$ cat config.mk
export PLATFORM = sky130hd
export DESIGN_NAME = lti_sample_driver
export DESIGN_NICKNAME = d
export VERILOG_FILES = /design/src/rtl/lti_sample_driver.sv
export SDC_FILE = /design/constraint.sdc
export NUM_CORES = 1
export LEC_CHECK = 0
export ABC_CLOCK_PERIOD_IN_PS = 2300
export CORE_ASPECT_RATIO = 1.2
export CORE_MARGIN = 4
export CORE_UTILIZATION = 30
export CTS_BUF_LIST = sky130_fd_sc_hd__clkbuf_4
export DETAILED_ROUTE_END_ITERATION = 10
export GPL_ROUTABILITY_DRIVEN = 0
export PLACE_DENSITY_LB_ADDON = 0.2
export SYNTH_ARGS = -nofsm -noshare
export SYNTH_HDL_FRONTEND = slang
export SYNTH_SLANG_ARGS = --single-unit
$ cat constraint.sdc
create_clock -name clk -period 2.3 [get_ports clk]
set_clock_uncertainty 0.15 [all_clocks]
set_input_delay 0.575 -clock clk [delete_from_list [all_inputs] [get_ports clk]]
set_output_delay 0.575 -clock clk [all_outputs]
set_load 0.03 [all_outputs]
$ cat src/rtl/lti_sample_driver.sv
`default_nettype none
// ============================================================================
//  Module   : lti_sample_driver
//  Purpose  : Initiator side of the clock-enable sample protocol for the
//             state-space filter blocks. Takes samples from upstream over
//             valid/ready and issues one to the filter every DIV clocks as a
//             one-cycle enable strobe plus data. Captures the filter result
//             on its completion strobe and presents it downstream over
//             valid/ready. Flags underrun, overrun and timeout conditions as
//             sticky errors.
//  Ports    : clk, rst (async, active-high)
//             in_data/in_valid/in_ready        upstream sample handshake
//             filt_ce/filt_in                  issue strobe and sample to filter
//             filt_out/filt_done               filter result and completion
//             out_data/out_valid/out_ready     downstream result handshake
//             err_clr                          clears the sticky error flags
//             err_underrun/err_overrun/err_timeout  sticky error flags
//             issue_cnt/drop_cnt               statistics counters (optional)
//  Options  : define LTI_SAMPLE_DRIVER_STATS_EN to add issue_cnt / drop_cnt.
//  Revision : 1.0  initial release
// ============================================================================
module lti_sample_driver #(
   parameter int IW  = 16,
   parameter int OW  = 16,
   parameter int DIV = 100,
   parameter int TMO = 8
) (
   input  logic          clk,
   input  logic          rst,
   input  logic [IW-1:0] in_data,
   input  logic          in_valid,
   output logic          in_ready,
   output logic          filt_ce,
   output logic [IW-1:0] filt_in,
   input  logic [OW-1:0] filt_out,
   input  logic          filt_done,
   output logic [OW-1:0] out_data,
   output logic          out_valid,
   input  logic          out_ready,
   input  logic          err_clr,
   output logic          err_underrun,
   output logic          err_overrun,
   output logic          err_timeout
`ifdef LTI_SAMPLE_DRIVER_STATS_EN
   ,
   output logic [31:0]   issue_cnt,
   output logic [31:0]   drop_cnt
`endif
);

   // ------------------------------------------------------------------------
   // Constants
   // ------------------------------------------------------------------------
   localparam int c_div_w = (DIV > 1) ? $clog2(DIV) : 1;
   localparam int c_tmr_w = (TMO > 0) ? $clog2(TMO + 1) : 1;

   localparam logic [c_div_w-1:0] c_div_last = c_div_w'(DIV - 1);
   localparam logic [c_tmr_w-1:0] c_tmo      = c_tmr_w'(TMO);

   // The response window has to close before the next period tick, otherwise
   // a tick could land while still waiting on the filter.
   generate
      if (DIV < TMO + 3) begin : g_param_check
         $error("lti_sample_driver: DIV (%0d) must be >= TMO+3 (%0d)", DIV, TMO + 3);
      end
   endgenerate

   typedef enum logic [0:0] {
      S_IDLE = 1'b0,
      S_WAIT = 1'b1
   } state_t;

   // ------------------------------------------------------------------------
   // Signals
   // ------------------------------------------------------------------------
   state_t             r_state;
   state_t             w_state_nxt;
   logic [c_div_w-1:0] r_div_cnt;
   logic [c_tmr_w-1:0] r_timer;
   logic               r_hold_valid;
   logic [IW-1:0]      r_hold_data;

   logic               w_tick;
   logic               w_accept;
   logic               w_issue;
   logic               w_underrun;
   logic               w_capture;
   logic               w_timeout;
   logic               w_overrun;

   assign w_tick   = (r_div_cnt == c_div_last);
   // in_ready is held low while rst is asserted so every output reads 0.
   assign in_ready = ~r_hold_valid & ~rst;
   assign w_accept = in_valid & in_ready;

   // ------------------------------------------------------------------------
   // State register
   // ------------------------------------------------------------------------
   always_ff @(posedge clk or posedge rst) begin
      if (rst) begin
         r_state <= S_IDLE;
      end else begin
         r_state <= w_state_nxt;
      end
   end

   // ------------------------------------------------------------------------
   // Next-state and event decode
   // ------------------------------------------------------------------------
   always_comb begin
      w_state_nxt = r_state;
      w_issue     = 1'b0;
      w_underrun  = 1'b0;
      w_capture   = 1'b0;
      w_timeout   = 1'b0;
      case (r_state)
         S_IDLE: begin
            // filt_done seen here is stale or spurious and is dropped.
            if (w_tick) begin
               w_issue     = 1'b1;
               w_underrun  = ~r_hold_valid;
               w_state_nxt = S_WAIT;
            end
         end
         S_WAIT: begin
            // Completion takes priority over a timeout in the same cycle.
            if (filt_done) begin
               w_capture   = 1'b1;
               w_state_nxt = S_IDLE;
            end else if (r_timer == c_tmo) begin
               w_timeout   = 1'b1;
               w_state_nxt = S_IDLE;
            end
         end
         default: begin
            w_state_nxt = S_IDLE;
         end
      endcase
   end

   // A capture overwrites an unread result unless that result leaves in the
   // same cycle.
   assign w_overrun = w_capture & out_valid & ~out_ready;

   // ------------------------------------------------------------------------
   // Divider, timer and hold register
   // ------------------------------------------------------------------------
   always_ff @(posedge clk or posedge rst) begin
      if (rst) begin
         r_div_cnt    <= '0;
         r_timer      <= '0;
         r_hold_valid <= 1'b0;
         r_hold_data  <= '0;
      end else begin
         r_div_cnt <= w_tick ? '0 : r_div_cnt + c_div_w'(1);

         if (w_issue) begin
            r_timer <= '0;
         end else if ((r_state == S_WAIT) && (r_timer != c_tmo)) begin
            r_timer <= r_timer + c_tmr_w'(1);
         end

         // An accept can only coincide with an issue when the register was
         // empty (underrun reissue), so load and clear never collide.
         if (w_accept) begin
            r_hold_valid <= 1'b1;
            r_hold_data  <= in_data;
         end else if (w_issue && r_hold_valid) begin
            r_hold_valid <= 1'b0;
         end
      end
   end

   // ------------------------------------------------------------------------
   // Filter interface, result register and sticky errors
   // ------------------------------------------------------------------------
   always_ff @(posedge clk or posedge rst) begin
      if (rst) begin
         filt_ce      <= 1'b0;
         filt_in      <= '0;
         out_data     <= '0;
         out_valid    <= 1'b0;
         err_underrun <= 1'b0;
         err_overrun  <= 1'b0;
         err_timeout  <= 1'b0;
      end else begin
         filt_ce <= w_issue;
         // On underrun filt_in keeps the last sample so it is reissued.
         if (w_issue && r_hold_valid) begin
            filt_in <= r_hold_data;
         end

         if (w_capture) begin
            out_data  <= filt_out;
            out_valid <= 1'b1;
         end else if (out_valid && out_ready) begin
            out_valid <= 1'b0;
         end

         // Setting an error wins over a clear in the same cycle.
         err_underrun <= w_underrun | (err_underrun & ~err_clr);
         err_overrun  <= w_overrun  | (err_overrun  & ~err_clr);
         err_timeout  <= w_timeout  | (err_timeout  & ~err_clr);
      end
   end

`ifdef LTI_SAMPLE_DRIVER_STATS_EN
   // ------------------------------------------------------------------------
   // Statistics: an event in the clear cycle counts from zero.
   // ------------------------------------------------------------------------
   logic        w_drop;
   logic [31:0] w_issue_base;
   logic [31:0] w_drop_base;
   logic [31:0] w_issue_nxt;
   logic [31:0] w_drop_nxt;

   always_comb begin
      w_drop       = w_underrun | w_overrun | w_timeout;
      w_issue_base = err_clr ? 32'd0 : issue_cnt;
      w_drop_base  = err_clr ? 32'd0 : drop_cnt;
      w_issue_nxt  = w_issue_base + {31'd0, w_issue};
      w_drop_nxt   = w_drop_base;
      if (w_drop && (w_drop_base != 32'hFFFF_FFFF)) begin
         w_drop_nxt = w_drop_base + 32'd1;
      end
   end

   always_ff @(posedge clk or posedge rst) begin
      if (rst) begin
         issue_cnt <= '0;
         drop_cnt  <= '0;
      end else begin
         issue_cnt <= w_issue_nxt;
         drop_cnt  <= w_drop_nxt;
      end
   end
`endif

endmodule
`default_nettype wire

==> metrics.md, run 1 <==
| Metric | Value |
|---|---|
| Core area | `approximately 8700 µm²` |
| CP endpoint kind | `output pin` |
| RSZ-0062 raised after global routing | `no` |
| Worst hold path endpoint | `filt_in[11]` |
| Outcome | `finished, final reports clean` |
| Vias | `1751` |
| Max Cap Viol | `0` |
| Die span in x | `approximately 94 µm` |
| Largest net degree at the start of global routing | `30` |
| Critical path data required time | `around 1.6 ns` |
| Detail Route Antenna Nets | `0` |
| Reg-to-Reg Start | `r_div_cnt[0]` |
| Crit path max fanout | `2` |
| Mapped Cells | `between 150 and 200` |
| Final slew viol count | `0` |
| Clk root buf | `clkbuf_4` |
| Die area | `10520 µm²` |
| Post-DP Area | `3618 µm²` |
| Post-synth EDFFs | `0` |
| Routed wire per std cell | `about 14 µm` |
| Yosys top cell area share | `0.6160` |
| Hold WC Path Type | `flip-flop to flip-flop` |
| Crit path cell chain | `clkdlybuf4s50_1` |
| Area growth syn-to-layout | `41.11%` |
| Register area share after synthesis | `0.6160` |
| Die Span Y | `111.6 µm` |
| Tot GR Track Use | `0.1084` |
| Total Power | `~2.8 mW` |
| Largest area contributor in the netlist | `dfrtp_1` |
| TNS Setup | `0 ns` |
| Final instance area | `between 3000 and 4000 µm²` |
| Synthesized area | `approximately 2700 µm²` |
| Nets | `about 310` |
| Largest stage delay, worst path | `between 0.6 and 0.7 ns` |
| Synth Flop Type | `dfrtp_1` |
| Setup Buffers After CTS | `0` |
| Initial antenna violation count | `0` |
| Finish-stage setup viols | `0` |
| DR iter-0 viols | `a little under 50` |
| N_diodes | `0` |
| Cts hold-fix bufs | `0` |
| Drt total wl | `5385 µm` |
| CP max-delay cell | `clkdlybuf4s50_1` |
| FMAX | `approximately 460 MHz` |
| # rows | `37` |
| Longest Clk Path Bufs | `2` |
| Syn_area_per_cell | `~15 µm²` |
| Initial Util | `0.3097` |
| Post_cts resized | `0` |
| Post-synth ARST share | `1.000` |
| Clock latency on the worst-skew pair | `roughly 0.4 ns` |
| P_leak | `1.645 nW` |
| Reg2reg path depth | `4` |
| Layout cells sized above 1 | `0.2764` |
| Global-route wire length before repair | `slightly below 9000 µm` |
| Buffers plus inverters on the worst setup path | `1` |
| Commonest cells in the netlist | `dfrtp_1 (66), mux2_2 (38), mux2_4 (10)` |
| Post-synth net total | `225` |
| Final period util | `0.9521` |
| Post-synthesis cell type count | `33` |
| PortBufs | `75` |
| CP top delay family | `buffers and inverters` |
| CTS tree | `yes` |
| WP data arrival | `about 1.5 ns` |
| Core Util, Final | `0.4371` |
| Grt ovf | `0` |
| Synth area leaders | `dfrtp_1 (62%), mux2_2 (16%), mux2_4 (5.6%)` |
| CTS clk-pin slew, worst paths | `0.13 ns` |
| Min-Delay Startpoint | `r_hold_data[11]` |
| Routed vias/inst | `around 4.5` |
| DPL Wire Length | `3815 µm` |
| Yosys reg bits | `66` |
| Fin crit period | `~2.2 ns` |
| Most numerous cell in the Yosys netlist | `dfrtp_1` |
| Drt drc | `0` |
| Hold WS | `0.3340 ns` |
| R2r setup slk | `between 0.3 and 0.4 ns` |
| IR drop worst, VDD | `0.0002927 V` |
| Power density cells | `730.5 nW/µm²` |
| Startpoint types | `flip-flop` |
| Vias in the first global route | `around 1800` |
| # IOs | `76` |
| Critical path class | `flip-flop to output pin` |
| Cts bufs inserted | `9` |
| Slew margin rel. | `0.7253` |
| Hold Vio Cnt, Final | `0` |
| Worst Max-Slew Pin Slew | `just over 0.4 ns` |
| Synth Warn # | `0` |
| Sink Count | `66` |
| Hold Crit Depth | `1` |
| RR Endpoint | `filt_in[0]` |
| H-tree depth | `3` |
| TritonRoute pass-1 iters | `4` |
==> layout make-up <==
| class | count | area, µm² |
|---|---|---|
| fillers | 850 | 4873 |
| flip-flops and latches | 66 | 1652 |
| multi-input cells | 105 | 963.4 |
| repair buffers | 80 | 823.3 |
| well taps | 117 | 146.4 |
| clock inverters | 6 | 90.09 |
| clock buffers | 10 | 75.07 |
| inverters | 8 | 33.78 |
==> sequential cells by signal, indices dropped and copies added (netlist names), 4 cells and up <==
name and count:
filt_in 16, out_data 16, r_div_cnt 7, r_hold_data 16, r_timer 4
==> metal layers <==
metal / part of all wire / global-route usage
met1: 0.44 / 0.1382
met2: 0.47 / 0.1624
met3: 0.073 / 0.03514
met4: 0.018 / 0.05780
met5: 0 / 0
==> power breakdown <==
group          switching [mW]  internal, mW  total [mW]  leakage (nW)
Combinational           0.173         0.265       0.438         0.719
Clock                   0.435         0.457       0.893        0.0870
Sequential             0.0910          1.34        1.43         0.840
==> worst register-to-register path: stages (launching register included) <==
cell	delay (ns)
dfrtp_1	0.40
ha_1	0.28
nor3b_2	0.31
nand3_4	0.31
mux2_4	0.40
==> logic make-up (layout without fill, tap and decap cells) <==
kind of cell | Yosys count | after routing | share of synthesized area
fa+ha+maj | 3 | 3 | 0.01400
compound gates | 14 | 14 | 0.03547
flops | 66 | 66 | 0.6160
simple gates | 38 | 38 | 0.08773
xor+xnor | 2 | 2 | 0.006534
mux | 48 | 48 | 0.2156
buf+inv | 13 | 104 | 0.02473
==> per-stage QoR <==
stage	std cells	setup slack (ns)
CTS	392	0.05985
detailed placement	376	0.1293
global route	392	0.03399
finish	392	0.1103
global placement	376	0.1469
floorplan	184	0.1652
==> cell usage in the layout (no fill, tap or decap), drive strengths merged, types with 3 or more instances in the layout <==
master,instances
ha,3
inv,8
o311ai,3
buf,6
mux2,48
nand2,8
nand3,10
nor2,4
clkdlybuf4s50,74
o22ai,3
o21ai,3
dfrtp,66
clkbuf,10
==> worst max-delay path by stage <==
| stage | startpoint | endpoint | slack, ns | cells after the start |
|---|---|---|---|---|
| finish | filt_in[14] | filt_in[14] | 0.11 | 1 |
| global route | err_timeout | err_timeout | 0.03 | 1 |
| CTS | filt_in[14] | filt_in[14] | 0.06 | 1 |
| detailed placement | rst | r_hold_data[2] | 0.13 | 5 |
| global placement | rst | r_hold_data[3] | 0.15 | 5 |
| floorplan | rst | r_hold_data[0] | 0.17 | 5 |
No activity file was read; power rests on OpenSTA's default activity.
==> run 2, diff against run 1 <==
--- a/config.mk
+++ b/config.mk
@@ -8,7 +8,7 @@
 export ABC_CLOCK_PERIOD_IN_PS = 2300
 export CORE_ASPECT_RATIO = 1.2
 export CORE_MARGIN = 4
-export CORE_UTILIZATION = 30
+export CORE_UTILIZATION = 42
 export CTS_BUF_LIST = sky130_fd_sc_hd__clkbuf_4
 export DETAILED_ROUTE_END_ITERATION = 10
 export GPL_ROUTABILITY_DRIVEN = 0
==> run 2 against run 1 <==
Flip-flop and latch count unchanged. Non-clock buffer count fell by 1. Hold slack improved by 0.020 ns. Wire length increased by 2.6%. Register-to-register slack worse by 0.02 ns. Sequential power about the same. Clock power down 20%. Critical path depth is the same. Combinational power barely moved. Cell count shrank 9.4%.
==> metrics.md, run 2 (synthesized netlist as in run 1, its figures left out) <==
| Metric | Value |
|---|---|
| Seq pwr share | `0.557 (+0.038)` |
| # rows | `31 (-16%)` |
| Drt drc | `0 (unchanged)` |
| P_leak | `1.626 nW (-1.2%)` |
| Core Util, Final | `0.6019 (+0.1648)` |
| Hold Vio Cnt, Final | `0 (unchanged)` |
| Routed wire per std cell | `15.57 µm (+13%)` |
| Buffers plus inverters on the worst setup path | `1 (unchanged)` |
| Outcome | `finished, final reports clean` |
| Vias in the first global route | `1904 (+3.9%)` |
| Final instance area | `3689 µm² (-2.5%)` |
| TNS Setup | `0 ns (unchanged)` |
| Drt total wl | `5526 µm (+2.6%)` |
| # IOs | `76 (unchanged)` |
| Post-DP Area | `3567 µm² (-1.4%)` |
| Cts bufs inserted | `9 (unchanged)` |
| Hold WC Path Type | `flip-flop to flip-flop` |
| Tot GR Track Use | `0.1566 (+0.04815)` |
| RSZ-0062 raised after global routing | `no` |
| Power density cells | `701.7 nW/µm² (-4.0%)` |
| Setup Buffers After CTS | `0 (unchanged)` |
| DPL Wire Length | `3791 µm (-0.65%)` |
| Total Power | `2.588 mW (-6.4%)` |
| Reg2reg path depth | `4 (unchanged)` |
| Nets | `310 (-0.32%)` |
| Critical path class | `flip-flop to output pin` |
| Biggest regs | `filt_in: 16 flops, out_data: 16 flops, r_hold_data: 16 flops` |
| PortBufs | `75 (unchanged)` |
| CP top delay family | `buffers and inverters` |
| FMAX | `456.9 MHz (about the same)` |
| Largest stage delay, worst path | `0.70 ns (+0.03 ns)` |
| Internal power | `1.932 mW (-6.4%)` |
| Worst Max-Slew Pin Slew | `0.4178 ns (+0.005829 ns)` |
| Longest Clk Path Bufs | `2 (unchanged)` |
| WP data arrival | `1.46 ns (about the same)` |
| Switch share | `0.2536 (+0.0006137)` |
| Area growth syn-to-layout | `37.56%` |
| Critical path data required time | `1.57 ns (about the same)` |
| Routed vias/inst | `4.994 (+12%)` |
| Most common cell after layout, fill and taps aside | `clkdlybuf4s50_1` |
| Sink Count | `66 (unchanged)` |
| CTS tree | `yes` |
| H-tree depth | `3 (unchanged)` |
| Die Span Y | `95.53 µm (-14%)` |
| Cts hold-fix bufs | `0 (unchanged)` |
| Core area | `6128 µm² (-29%)` |
| Vias | `1773 (+1.3%)` |
| Critical path depth | `1 (unchanged)` |
| Clock share of power | `0.274 (-0.049)` |
| Post_cts resized | `0 (unchanged)` |
| Final slew viol count | `0 (unchanged)` |
| Hold Crit Depth | `1 (unchanged)` |
| Grt ovf | `0 (unchanged)` |
| Fin crit period | `2.189 ns (-0.0009660 ns)` |
| Finish-stage setup viols | `0 (unchanged)` |
| IR drop worst, VDD | `0.0003836 V (+31%)` |
| CP endpoint kind | `output pin` |
| Largest net degree at the start of global routing | `67 (+120%)` |
| Layout cells sized above 1 | `0.2601 (-0.01629)` |
| Max Cap Viol | `0 (unchanged)` |
| P_sw | `0.6563 mW (-6.1%)` |
| Filler cells | `547 (-36%)` |
| CTS clk-pin slew, worst paths | `0.11 ns (-0.02 ns)` |
| Initial Util | `0.4375 (+0.1278)` |
| TritonRoute pass-1 iters | `6 (+2)` |
| Die area | `7732 µm² (-27%)` |
| Initial antenna violation count | `0 (unchanged)` |
| Global-route wire length before repair | `9066 µm (+2.7%)` |
| Detail Route Antenna Nets | `0 (unchanged)` |
| Slew margin rel. | `0.7204 (-0.004915)` |
| Crit path cell chain | `clkdlybuf4s50_1` |
| DR iter-0 viols | `61 (+24%)` |
| Die span in x | `80.94 µm (-14%)` |
| Final period util | `0.9516 (about the same)` |
| Clk root buf | `clkbuf_4` |
| Clock latency on the worst-skew pair | `0.39 ns (about the same)` |
| N_diodes | `0 (unchanged)` |
| Startpoint types | `flip-flop` |
| Power share of the combinational group | `0.169 (+0.011)` |
| Most frequent cells in the layout | `clkdlybuf4s50_1 (74), dfrtp_1 (66), mux2_2 (38)` |
| CP max-delay cell | `clkdlybuf4s50_1` |
| Crit path max fanout | `2 (unchanged)` |
==> run 2: changes by cell type in the layout (fill, tap and decap cells not counted) <==
cell	delta
clkinv_1	+3
inv_6	-1
buf_4	-1
bufinv_16	-1
clkinv_4	-1
clkinvlp_4	-1
==> run 2: worst paths after layout <==
path | end | slack (ns) | from
worst max-delay path | filt_in[14] | 0.11 | filt_in[14]
worst min-delay path | r_div_cnt[0] | 0.35 | r_div_cnt[0]
worst max register to register | filt_in[6] | 0.33 | r_div_cnt[0]
worst min register to register | r_div_cnt[0] | 0.35 | r_div_cnt[0]
max in group asynchronous | filt_in[15] | 1.20 | rst
min in group asynchronous | filt_in[10] | 0.49 | rst
==> run 2: per-stage QoR <==
stage | instances | worst slack (ns) | hold WS, ns
2_1_floorplan | 184 | 0.1652 | 0.2960
4_1_cts | 355 | 0.08188 | 0.3497
3_5_place_dp | 340 | 0.1182 | 0.3192
3_3_place_gp | 340 | 0.1644 | 0.3149
6_report | 355 | 0.1112 | 0.3537
5_1_grt | 355 | 0.03779 | 0.3779
==> run 2: cell type report <==
class	instances	area [µm²]	share of cell area
sequential	66	1652	0.4478
tap	82	102.6	0.02782
timing repair buffer	79	815.8	0.2212
clock inverter	5	46.29	0.01255
inverter	8	33.78	0.009159
multi-input combinational	105	963.4	0.2612
clock buffer	10	75.07	0.02035
==> run 2: power groups by stage <==
stage	Clock, mW	Sequential, mW	Combinational, mW
3_3_place_gp	0	1.46	0.429
3_5_place_dp	0	1.47	0.443
5_1_grt	0.796	1.47	0.473
4_1_cts	0.744	1.44	0.445
6_report	0.710	1.44	0.437
2_1_floorplan	0	1.50	0.205
==> run 2: metal layers <==
| layer | part of all wire | track usage | vias up |
|---|---|---|---|
| met1 | 0.38 | 0.1715 | 883 |
| met5 | 0 | 0 | - |
| met4 | 0.0065 | 0.06338 | 0 |
| met2 | 0.52 | 0.2623 | 61 |
| li1 | - | - | 825 |
| met3 | 0.089 | 0.07089 | 4 |
